[config.mk]
export PLATFORM = sky130hd
export DESIGN_NAME = mem_arbiter_flat
export DESIGN_NICKNAME = d
export VERILOG_FILES = /design/src/rtl/mem_arbiter_if.sv /design/src/rtl/mem_arbiter.sv /design/src/flat_wrapper.sv
export SDC_FILE = /design/constraint.sdc
export NUM_CORES = 1
export LEC_CHECK = 0
export BUFFER_PORTS_ARGS = -buffer_cell sky130_fd_sc_hd__buf_2
export CAP_MARGIN = 10
export CORE_AREA = 2 2 110 112
export CTS_CLUSTER_DIAMETER = 40
export CTS_CLUSTER_SIZE = 8
export DETAILED_ROUTE_END_ITERATION = 6
export DIE_AREA = 0 0 112 114
export PLACE_DENSITY = 0.8
export SLEW_MARGIN = 10
export SYNTH_ARGS = -nofsm -noshare
export SYNTH_HDL_FRONTEND = slang
export SYNTH_SLANG_ARGS = --single-unit
[constraint.sdc]
create_clock -name clk -period 5.1 [get_ports clk]
set_clock_uncertainty 0.05 [all_clocks]
set_input_delay 0.51 -clock clk [delete_from_list [all_inputs] [get_ports clk]]
set_output_delay 0.51 -clock clk [all_outputs]
set_load 0.005 [all_outputs]
[src/rtl/mem_arbiter_if.sv]
// ---------------------------------------------------------------------------
// mem_arbiter_if
// Bundles the three buses around the memory arbiter: the instruction-fetch
// requester, the load/store requester and the single downstream memory port.
//
// Handshake rule, identical on every channel: a request transfers in the
// cycle where valid and ready are both 1. A requester keeps its fields stable
// while valid is high and ready is low. Responses (*_resp_valid) are
// one-cycle pulses with no backpressure: the receiver must take them.
//
// Modports:
//   slave  - the arbiter's view (takes requests, drives the memory port)
//   master - the environment's view (requesters plus the memory)
// ---------------------------------------------------------------------------
interface mem_arbiter_if #(
    parameter int ADDR_W = 32,
    parameter int DATA_W = 32
);
    localparam int MASK_W = DATA_W / 8;

    // instruction fetch (read-only)
    logic              ifu_req_valid;
    logic              ifu_req_ready;
    logic [ADDR_W-1:0] ifu_addr;
    logic              ifu_resp_valid;
    logic [DATA_W-1:0] ifu_rdata;
    logic              ifu_resp_err;

    // load/store
    logic              lsu_req_valid;
    logic              lsu_req_ready;
    logic [ADDR_W-1:0] lsu_addr;
    logic              lsu_wen;
    logic [DATA_W-1:0] lsu_wdata;
    logic [MASK_W-1:0] lsu_wmask;
    logic              lsu_resp_valid;
    logic [DATA_W-1:0] lsu_rdata;
    logic              lsu_resp_err;

    // downstream memory
    logic              mem_req_valid;
    logic              mem_req_ready;
    logic [ADDR_W-1:0] mem_addr;
    logic              mem_wen;
    logic [DATA_W-1:0] mem_wdata;
    logic [MASK_W-1:0] mem_wmask;
    logic              mem_resp_valid;
    logic [DATA_W-1:0] mem_rdata;
    logic              mem_resp_err;

    modport slave (
        input  ifu_req_valid, ifu_addr,
        output ifu_req_ready, ifu_resp_valid, ifu_rdata, ifu_resp_err,
        input  lsu_req_valid, lsu_addr, lsu_wen, lsu_wdata, lsu_wmask,
        output lsu_req_ready, lsu_resp_valid, lsu_rdata, lsu_resp_err,
        output mem_req_valid, mem_addr, mem_wen, mem_wdata, mem_wmask,
        input  mem_req_ready, mem_resp_valid, mem_rdata, mem_resp_err
    );

    modport master (
        output ifu_req_valid, ifu_addr,
        input  ifu_req_ready, ifu_resp_valid, ifu_rdata, ifu_resp_err,
        output lsu_req_valid, lsu_addr, lsu_wen, lsu_wdata, lsu_wmask,
        input  lsu_req_ready, lsu_resp_valid, lsu_rdata, lsu_resp_err,
        input  mem_req_valid, mem_addr, mem_wen, mem_wdata, mem_wmask,
        output mem_req_ready, mem_resp_valid, mem_rdata, mem_resp_err
    );
endinterface

[src/rtl/mem_arbiter.sv]
// ---------------------------------------------------------------------------
// mem_arbiter
// Shares one memory port between the IFU and the LSU. One transaction is in
// flight at a time: IDLE -> REQ -> WAIT -> RESP -> IDLE. Simultaneous
// requests are resolved round-robin. If the memory does not accept and answer
// within TIMEOUT cycles, an error response (err=1, rdata=0) is returned.
//
// Ports:
//   clk, rst   - clock, synchronous active-high reset
//   bus        - mem_arbiter_if.slave: IFU, LSU and memory channels
//   busy       - 1 whenever the FSM is not in IDLE
//   state_dbg  - current FSM state (0 IDLE, 1 REQ, 2 WAIT, 3 RESP)
// ---------------------------------------------------------------------------
module mem_arbiter #(
    parameter int ADDR_W  = 32,
    parameter int DATA_W  = 32,
    parameter int TIMEOUT = 255
) (
    input  logic                clk,
    input  logic                rst,
    mem_arbiter_if.slave        bus,
    output logic                busy,
    output logic [1:0]          state_dbg
);
    localparam int MASK_W = DATA_W / 8;
    localparam int CNT_W  = $clog2(TIMEOUT);

    localparam logic [1:0] S_IDLE = 2'd0;
    localparam logic [1:0] S_REQ  = 2'd1;
    localparam logic [1:0] S_WAIT = 2'd2;
    localparam logic [1:0] S_RESP = 2'd3;

    localparam logic OWN_IFU = 1'b0;
    localparam logic OWN_LSU = 1'b1;

    localparam logic [CNT_W-1:0] CNT_LAST = CNT_W'(TIMEOUT - 1);

    logic [1:0]        state_q, state_d;
    logic              last_grant_q;
    logic              owner_q;
    logic [CNT_W-1:0]  cnt_q;
    logic [ADDR_W-1:0] addr_q;
    logic              wen_q;
    logic [DATA_W-1:0] wdata_q;
    logic [MASK_W-1:0] wmask_q;
    logic [DATA_W-1:0] rdata_q;
    logic              err_q;

    logic grant_ifu, grant_lsu;
    logic ifu_hs, lsu_hs;
    logic timeout_hit;

    // Grant only in IDLE; a lone requester always wins, a tie goes to the
    // side that did not win last time.
    always_comb begin
        grant_ifu = 1'b0;
        grant_lsu = 1'b0;
        if (state_q == S_IDLE) begin
            if (bus.ifu_req_valid && bus.lsu_req_valid) begin
                grant_ifu = (last_grant_q == OWN_LSU);
                grant_lsu = (last_grant_q == OWN_IFU);
            end else begin
                grant_ifu = bus.ifu_req_valid;
                grant_lsu = bus.lsu_req_valid;
            end
        end
    end

    assign ifu_hs = bus.ifu_req_valid && grant_ifu;
    assign lsu_hs = bus.lsu_req_valid && grant_lsu;

    // The counter saturates at TIMEOUT-1, so the compare stays true until the
    // FSM leaves REQ/WAIT even if the exit event won on the boundary cycle.
    assign timeout_hit = (cnt_q == CNT_LAST);

    always_comb begin
        state_d = state_q;
        case (state_q)
            S_IDLE: if (ifu_hs || lsu_hs) state_d = S_REQ;
            S_REQ: begin
                if (bus.mem_req_ready)  state_d = S_WAIT;
                else if (timeout_hit)   state_d = S_RESP;
            end
            S_WAIT: begin
                if (bus.mem_resp_valid) state_d = S_RESP;
                else if (timeout_hit)   state_d = S_RESP;
            end
            S_RESP:  state_d = S_IDLE;
            default: state_d = S_IDLE;
        endcase
    end

    always_ff @(posedge clk) begin
        if (rst) begin
            state_q      <= S_IDLE;
            last_grant_q <= OWN_LSU;
            owner_q      <= OWN_IFU;
            cnt_q        <= '0;
            addr_q       <= '0;
            wen_q        <= 1'b0;
            wdata_q      <= '0;
            wmask_q      <= '0;
            rdata_q      <= '0;
            err_q        <= 1'b0;
        end else begin
            state_q <= state_d;
            case (state_q)
                S_IDLE: begin
                    if (ifu_hs || lsu_hs) begin
                        addr_q       <= lsu_hs ? bus.lsu_addr  : bus.ifu_addr;
                        wen_q        <= lsu_hs && bus.lsu_wen;
                        wdata_q      <= lsu_hs ? bus.lsu_wdata : '0;
                        wmask_q      <= lsu_hs ? bus.lsu_wmask : '0;
                        owner_q      <= lsu_hs ? OWN_LSU : OWN_IFU;
                        last_grant_q <= lsu_hs ? OWN_LSU : OWN_IFU;
                        cnt_q        <= '0;
                    end
                end
                S_REQ: begin
                    if (!timeout_hit) cnt_q <= cnt_q + CNT_W'(1);
                    if (!bus.mem_req_ready && timeout_hit) begin
                        rdata_q <= '0;
                        err_q   <= 1'b1;
                    end
                end
                S_WAIT: begin
                    if (!timeout_hit) cnt_q <= cnt_q + CNT_W'(1);
                    if (bus.mem_resp_valid) begin
                        rdata_q <= bus.mem_rdata;
                        err_q   <= bus.mem_resp_err;
                    end else if (timeout_hit) begin
                        rdata_q <= '0;
                        err_q   <= 1'b1;
                    end
                end
                default: ;
            endcase
        end
    end

    assign bus.ifu_req_ready  = grant_ifu;
    assign bus.lsu_req_ready  = grant_lsu;

    assign bus.mem_req_valid  = (state_q == S_REQ);
    assign bus.mem_addr       = addr_q;
    assign bus.mem_wen        = wen_q;
    assign bus.mem_wdata      = wdata_q;
    assign bus.mem_wmask      = wmask_q;

    assign bus.ifu_resp_valid = (state_q == S_RESP) && (owner_q == OWN_IFU);
    assign bus.ifu_resp_err   = bus.ifu_resp_valid && err_q;
    assign bus.ifu_rdata      = rdata_q;

    assign bus.lsu_resp_valid = (state_q == S_RESP) && (owner_q == OWN_LSU);
    assign bus.lsu_resp_err   = bus.lsu_resp_valid && err_q;
    assign bus.lsu_rdata      = rdata_q;

    assign busy      = (state_q != S_IDLE);
    assign state_dbg = state_q;
endmodule

[src/flat_wrapper.sv]
// flat-port wrapper written by rule: the top's interface ports become plain ports
module mem_arbiter_flat 
#(
    parameter int ADDR_W  = 32,
    parameter int DATA_W  = 32,
    parameter int TIMEOUT = 255
)
  (clk, rst, busy, state_dbg, bus_ifu_req_valid, bus_ifu_addr, bus_ifu_req_ready, bus_ifu_resp_valid, bus_ifu_rdata, bus_ifu_resp_err, bus_lsu_req_valid, bus_lsu_addr, bus_lsu_wen, bus_lsu_wdata, bus_lsu_wmask, bus_lsu_req_ready, bus_lsu_resp_valid, bus_lsu_rdata, bus_lsu_resp_err, bus_mem_req_valid, bus_mem_addr, bus_mem_wen, bus_mem_wdata, bus_mem_wmask, bus_mem_req_ready, bus_mem_resp_valid, bus_mem_rdata, bus_mem_resp_err);
  mem_arbiter_if #(.ADDR_W(ADDR_W), .DATA_W(DATA_W)) bus_i ();
  input  logic clk;
  input  logic rst;
  output logic busy;
  output logic [1:0] state_dbg;
  input wire logic [$bits(bus_i.ifu_req_valid)-1:0] bus_ifu_req_valid;
  input wire logic [$bits(bus_i.ifu_addr)-1:0] bus_ifu_addr;
  output wire logic [$bits(bus_i.ifu_req_ready)-1:0] bus_ifu_req_ready;
  output wire logic [$bits(bus_i.ifu_resp_valid)-1:0] bus_ifu_resp_valid;
  output wire logic [$bits(bus_i.ifu_rdata)-1:0] bus_ifu_rdata;
  output wire logic [$bits(bus_i.ifu_resp_err)-1:0] bus_ifu_resp_err;
  input wire logic [$bits(bus_i.lsu_req_valid)-1:0] bus_lsu_req_valid;
  input wire logic [$bits(bus_i.lsu_addr)-1:0] bus_lsu_addr;
  input wire logic [$bits(bus_i.lsu_wen)-1:0] bus_lsu_wen;
  input wire logic [$bits(bus_i.lsu_wdata)-1:0] bus_lsu_wdata;
  input wire logic [$bits(bus_i.lsu_wmask)-1:0] bus_lsu_wmask;
  output wire logic [$bits(bus_i.lsu_req_ready)-1:0] bus_lsu_req_ready;
  output wire logic [$bits(bus_i.lsu_resp_valid)-1:0] bus_lsu_resp_valid;
  output wire logic [$bits(bus_i.lsu_rdata)-1:0] bus_lsu_rdata;
  output wire logic [$bits(bus_i.lsu_resp_err)-1:0] bus_lsu_resp_err;
  output wire logic [$bits(bus_i.mem_req_valid)-1:0] bus_mem_req_valid;
  output wire logic [$bits(bus_i.mem_addr)-1:0] bus_mem_addr;
  output wire logic [$bits(bus_i.mem_wen)-1:0] bus_mem_wen;
  output wire logic [$bits(bus_i.mem_wdata)-1:0] bus_mem_wdata;
  output wire logic [$bits(bus_i.mem_wmask)-1:0] bus_mem_wmask;
  input wire logic [$bits(bus_i.mem_req_ready)-1:0] bus_mem_req_ready;
  input wire logic [$bits(bus_i.mem_resp_valid)-1:0] bus_mem_resp_valid;
  input wire logic [$bits(bus_i.mem_rdata)-1:0] bus_mem_rdata;
  input wire logic [$bits(bus_i.mem_resp_err)-1:0] bus_mem_resp_err;
  assign bus_i.ifu_req_valid = bus_ifu_req_valid;
  assign bus_i.ifu_addr = bus_ifu_addr;
  assign bus_ifu_req_ready = bus_i.ifu_req_ready;
  assign bus_ifu_resp_valid = bus_i.ifu_resp_valid;
  assign bus_ifu_rdata = bus_i.ifu_rdata;
  assign bus_ifu_resp_err = bus_i.ifu_resp_err;
  assign bus_i.lsu_req_valid = bus_lsu_req_valid;
  assign bus_i.lsu_addr = bus_lsu_addr;
  assign bus_i.lsu_wen = bus_lsu_wen;
  assign bus_i.lsu_wdata = bus_lsu_wdata;
  assign bus_i.lsu_wmask = bus_lsu_wmask;
  assign bus_lsu_req_ready = bus_i.lsu_req_ready;
  assign bus_lsu_resp_valid = bus_i.lsu_resp_valid;
  assign bus_lsu_rdata = bus_i.lsu_rdata;
  assign bus_lsu_resp_err = bus_i.lsu_resp_err;
  assign bus_mem_req_valid = bus_i.mem_req_valid;
  assign bus_mem_addr = bus_i.mem_addr;
  assign bus_mem_wen = bus_i.mem_wen;
  assign bus_mem_wdata = bus_i.mem_wdata;
  assign bus_mem_wmask = bus_i.mem_wmask;
  assign bus_i.mem_req_ready = bus_mem_req_ready;
  assign bus_i.mem_resp_valid = bus_mem_resp_valid;
  assign bus_i.mem_rdata = bus_mem_rdata;
  assign bus_i.mem_resp_err = bus_mem_resp_err;
  mem_arbiter #(.ADDR_W(ADDR_W), .DATA_W(DATA_W), .TIMEOUT(TIMEOUT)) u_core (.clk(clk), .rst(rst), .bus(bus_i), .busy(busy), .state_dbg(state_dbg));
endmodule
Word level (Yosys, flattened, before mapping)

Cells that the tools add are included.

Logic and storage cells: 64
Input bits: 140
Register bits: 114

Reductions and logical operators: 19
Bitwise gates (word level): 2
Multiplexer cells: 24
Eq/ne operators: 8
$add $sub $neg: 1

Operator list:

| cell                | number |
|---|---|
| $mux 32             | 5 |
| $pmux 32 s2         | 1 |
| $mux 8              | 2 |
| $pmux 8 s2          | 1 |
| $logic_and 1x1->1   | 9 |
| $add 8x1->8 const B | 1 |
| $eq 8x8->1 const B  | 1 |
| $mux 1              | 8 |
| $mux 2              | 4 |
| $pmux 2 s4          | 1 |
| $reduce_and 3->1    | 2 |
| $reduce_bool 2->1   | 3 |
| $eq 2x2->1 const B  | 2 |
| $mux 4              | 1 |
| $ne 2x2->1 const B  | 2 |
| $ne 3x2->1 const B  | 1 |
| $eq 2x1->1 const B  | 1 |
| $logic_not 2->1     | 1 |
| $ne 2x1->1 const B  | 1 |
| $not 1->1           | 2 |
| $pmux 1 s2          | 1 |
| $reduce_and 2->1    | 1 |
| $reduce_or 2->1     | 1 |
| $logic_not 1->1     | 1 |
| $logic_or 1x1->1    | 1 |

Depth between registers and ports, before layout

Depth in word-level cells: 7
Gate-level depth with buffers: 8
Mapped depth without buffers: 6

Worst setup path before layout

No wires, ideal clock.

Path type: flip-flop to flip-flop
Start: reg u_core.state_q[0], in the netlist u_core.state_dbg[0]
End: reg u_core.cnt_q[7]
Path buffers: 1
Path slack: 3150 ps
Cell stages (with the launch flop): 8
Library setup time: 70 ps
Data arrival time: 1830 ps
Cell sequence: dfxtp_1 -> inv_1 -> ha_1 -> or3b_1 -> buf_2 -> nand4_2 -> or4_1 -> a21oi_1

Word-level cells in the longest chain between the ends: 6

Ends and longest elaborated chain:

| what                                 | RTL line                              | text |
|---|---|---|
| start, declared                      | mem_arbiter.sv:38                     | `logic [1:0] state_q, state_d;` |
| start signal, assigned               | mem_arbiter.sv:106                    | `state_q <= state_d;` |
| $logic_not 2->1                      | mem_arbiter.sv:58, mem_arbiter.sv:107 |  |
| $mux 1                               | mem_arbiter.sv:58                     | `if (state_q == S_IDLE) begin` |
| $logic_and 1x1->1 (on tied branches) | mem_arbiter.sv:69, mem_arbiter.sv:70  |  |
| $logic_or 1x1->1                     | mem_arbiter.sv:109                    | `if (ifu_hs \|\| lsu_hs) begin` |
| $ne 2x2->1 (no source line)          | --                                    |  |
| $reduce_and 3->1 (no source line)    | --                                    |  |
| end signal, assigned                 | mem_arbiter.sv:120                    | `if (!timeout_hit) cnt_q <= cnt_q + CNT_W'(1);` |
| end signal, assigned                 | mem_arbiter.sv:127                    | `if (!timeout_hit) cnt_q <= cnt_q + CNT_W'(1);` |
| end, declared                        | mem_arbiter.sv:41                     | `logic [CNT_W-1:0] cnt_q;` |

Several ways; a longest one is shown, not always the timed one.
A chain may end at the register's enable or synchronous reset.

Worst setup path after layout

Start: reg u_core.state_q[0], in the netlist u_core.state_dbg[0]
End: out bus_lsu_req_ready

Word-level cells in the longest chain between the ends: 2

Ends and longest elaborated chain:

| what            | RTL line           | text |
|---|---|---|
| $logic_not 2->1 | mem_arbiter.sv:58  |  |
| $mux 1          | mem_arbiter.sv:58  |  |
| end, declared   | flat_wrapper.sv:25 | `output wire logic [$bits(bus_i.lsu_req_ready)-1:0] bus_lsu_req_ready;` |

No other way between the ends.

==> results.cfg <==
[timing]
post-route-period-util = 0.506
setup_violations = 0
layout_min_cycle_time_ns = 2.58
slew_viol_final = 0
rsz0062_at_grt = false
fmax_mhz = 388
fin_tns_setup_ns = 0
worstMarginPinSlew_ns = 1.10
finalHoldViolations = 0
hold-worst-slack_ns = 0.260
slew_headroom = 0.264

[worst_hold_path]
hold-path-cell-count = 2
whs_endpoint = u_core.bus.ifu_rdata[30]$_SDFFE_PP0P_
hold_class = primary input to flip-flop
min-delay-start = bus_mem_rdata[30]

[flow_run]
maxCapViolCount = 0

[setup_path]
r2r-start = u_core.cnt_q[0]$_SDFFE_PP0P_
path_class = flip-flop to primary output
worstReg2RegEnd = u_core.bus.ifu_rdata[11]$_SDFFE_PP0P_
cp.required_ns = 4.54
worstRegToRegCells = 6
r2r_slack_ns = 2.67
crit_path_start_kind = flip-flop
critPathArrivalTime_ns = 2.02
critPathMaxFanout = 33
crit_path_end_kind = primary output

[power]
p_leak_nw = 3.27
pwr-share-seq = 0.358
pwr-share-clk = 0.445
switching_power_w = 0.000793
p_int_w = 0.00212
ir_worst_vdd_mv = 0.309
swShare = 0.272
comb_power_share = 0.197
power.density_nw_per_um2 = 438

[yosys]
synth_seq_area_share = 0.482
synth_edf_count = 0
synth_fp_nets = 623
synth_top_area_share = 0.482
synth_seq_cells = 114
yosysWarnings = 0
synth.distinct_cells = 43
synth_fa_ha_area_frac = 0.0238
synthTopCellsByArea = dfxtp_1, mux2i_1, nor2_1
synthMuxAreaShare = 0.0698
synth_area_um2 = 4730
synth_top_family_by_area = compound AO/OA/AOI/OAI gates
avgSynthCellArea_um2 = 9.99
yosys.area.top_type = dfxtp_1
synth_compound_area_frac = 0.218
synth_most_common_cell = dfxtp_1
postSynthCellCount = 474
ys.flop_type = dfxtp_1
synth_commonest_cells = dfxtp_1, nor2_1, a22oi_1, buf_4, mux2i_1
ys_async_sr_fraction = 0
synth-xor-area-share = 0
yosys.area_share.simple = 0.108

[floorplanning]
pin_count = 283
rows = 40
dieArea_um2 = 12800
fp.dieW_um = 112
start_util = 0.404
core_area_um2 = 11700
die_h_um = 114

[grt]
grt_max_degree = 79
grt_pass1_wl_um = 19700
grt.overflow.total = 0
grt_pass1_vias = 3943
antenna_found_initial = 0
grtUsageTotal = 0.195

[clock_tree]
cts.sinks = 114
ctsResizeCount = 0
post_cts_buffers = 0
cts.clk_slew.worst_paths_ns = 0.05
h-tree-depth = 4
cts_buffer_depth = 2
cts_hold_buf = 0
clkLatencyLatePin_ns = 0.40
cts_root_buffer = clkbuf_16
cts_tree = yes
cts_inserted_buffers = 17

[detailed_routing]
ant_nets = 0
wirelength_um = 12900
avgRoutedWirePerCell_um = 14.8
drt_pass1_iterations = 5
vias_per_cell = 5.00
num_vias = 4377
drt-initial-drc-count = 264
drc = 0

[placed_design]
portBuffers = 282
dpl.hpwl_um = 9530
place_congestion = 0.808

[finish]
fillers = 1039
fin_nets = 864
area_growth_pct = 40.3
drive_above_1_share = 0.451
diodes = 0

[status]
status = finished clean
final cells by class:
class,instances,area [um2],share of cell area
multi-input cells,284,2010,0.303
inverters,10,37.5,0.00565
clock buffers,19,443,0.0667
flip-flops and latches,114,2280,0.344
well taps,147,184,0.0277
repair buffers,288,1480,0.222
clock inverters,13,209,0.0315
worst max-delay path: stages (launching register included):
cell,delay [ns]
dfxtp_1,0.34
inv_1,0.17
ha_1,0.28
nand2_1,0.13
a21oi_4,0.13
buf_4,0.35
buf_2,0.19
metrics by stage:
step / utilization / cells / total power (W) / area [um2] / setup slack, ns
after floorplan: - / 474 / 0.00141 / 4730 / 3.15
after global placement: 0.509 / 842 / 0.00162 / 5960 / 2.73
after detailed placement: 0.509 / 842 / 0.00163 / 5960 / 2.67
after CTS: 0.565 / 874 / 0.00294 / 6620 / 2.49
after global routing: 0.567 / 875 / 0.00306 / 6640 / 2.39
final: 0.567 / 875 / 0.00291 / 6640 / 2.52
power by group through the flow:
stage | clock [W] | combinational (W) | sequential [W]
2_1_floorplan | 0 | 0.000344 | 0.00107
4_1_cts | 0.00132 | 0.000574 | 0.00104
3_5_place_dp | 0 | 0.000573 | 0.00106
3_3_place_gp | 0 | 0.000562 | 0.00106
6_report | 0.00130 | 0.000574 | 0.00104
5_1_grt | 0.00137 | 0.000632 | 0.00105
routing by layer:
| layer | vias to the layer above | GRT usage | share of wire |
|---|---|---|---|
| met1 | 1983 | 0.222 | 0.40 |
| met2 | 206 | 0.340 | 0.50 |
| met4 | 0 | 0.0805 | 0.019 |
| met3 | 15 | 0.0632 | 0.074 |
| li1 | 2173 | - | - |
| met5 | - | 0 | 0 |
cell usage in the layout, fill, tap and decap left out, types with 2 or more instances in the layout:
| master | n |
|---|---|
| a211oi_1 | 32 |
| a21oi_1 | 8 |
| a221oi_1 | 2 |
| a22o_1 | 32 |
| a22oi_1 | 37 |
| and2_1 | 2 |
| buf_2 | 282 |
| buf_4 | 5 |
| bufinv_16 | 5 |
| clkbuf_16 | 17 |
| clkinv_2 | 2 |
| clkinv_4 | 3 |
| clkinvlp_4 | 3 |
| dfxtp_1 | 114 |
| ha_1 | 9 |
| inv_1 | 10 |
| mux2i_1 | 33 |
| nand2_1 | 6 |
| nand2b_1 | 2 |
| nand3_1 | 4 |
| nor2_1 | 78 |
| nor2b_1 | 2 |
| nor3_1 | 6 |
| nor3_4 | 2 |
| o21ai_0 | 2 |
| o21bai_1 | 2 |
| o311a_1 | 2 |
| o31ai_1 | 3 |
| or4_1 | 2 |
worst max path at each step:
stage                                       endpoint                        startpoint
2_1_floorplan           u_core.cnt_q[7]$_SDFFE_PP0P_  u_core.state_dbg[0]$_SDFFE_PP0P_
3_3_place_gp   u_core.bus.ifu_rdata[29]$_SDFFE_PP0P_      u_core.cnt_q[0]$_SDFFE_PP0P_
3_5_place_dp    u_core.bus.ifu_rdata[2]$_SDFFE_PP0P_      u_core.cnt_q[0]$_SDFFE_PP0P_
4_1_cts                            bus_lsu_req_ready  u_core.state_dbg[0]$_SDFFE_PP0P_
5_1_grt                            bus_lsu_req_ready  u_core.state_dbg[1]$_SDFFE_PP0P_
6_report                           bus_lsu_req_ready  u_core.state_dbg[0]$_SDFFE_PP0P_
cell families after synthesis:
| family | after synthesis |
|---|---|
| AOI/OAI and AO/OA | 131 |
| buffers and inverters | 76 |
| muxes | 33 |
| adders and majority gates | 9 |
| DFF | 114 |
| and+or+nand+nor | 111 |
registers in the layout (all words and copies together), names as in the netlist, 2 cells and up:
| name | flops |
|---|---|
| u_core.bus.mem_wdata | 32 |
| u_core.state_dbg | 2 |
| u_core.bus.mem_wmask | 4 |
| u_core.bus.ifu_rdata | 32 |
| u_core.cnt_q | 8 |
| u_core.bus.mem_addr | 32 |
Note: power is estimated with default switching activity, not from simulation.
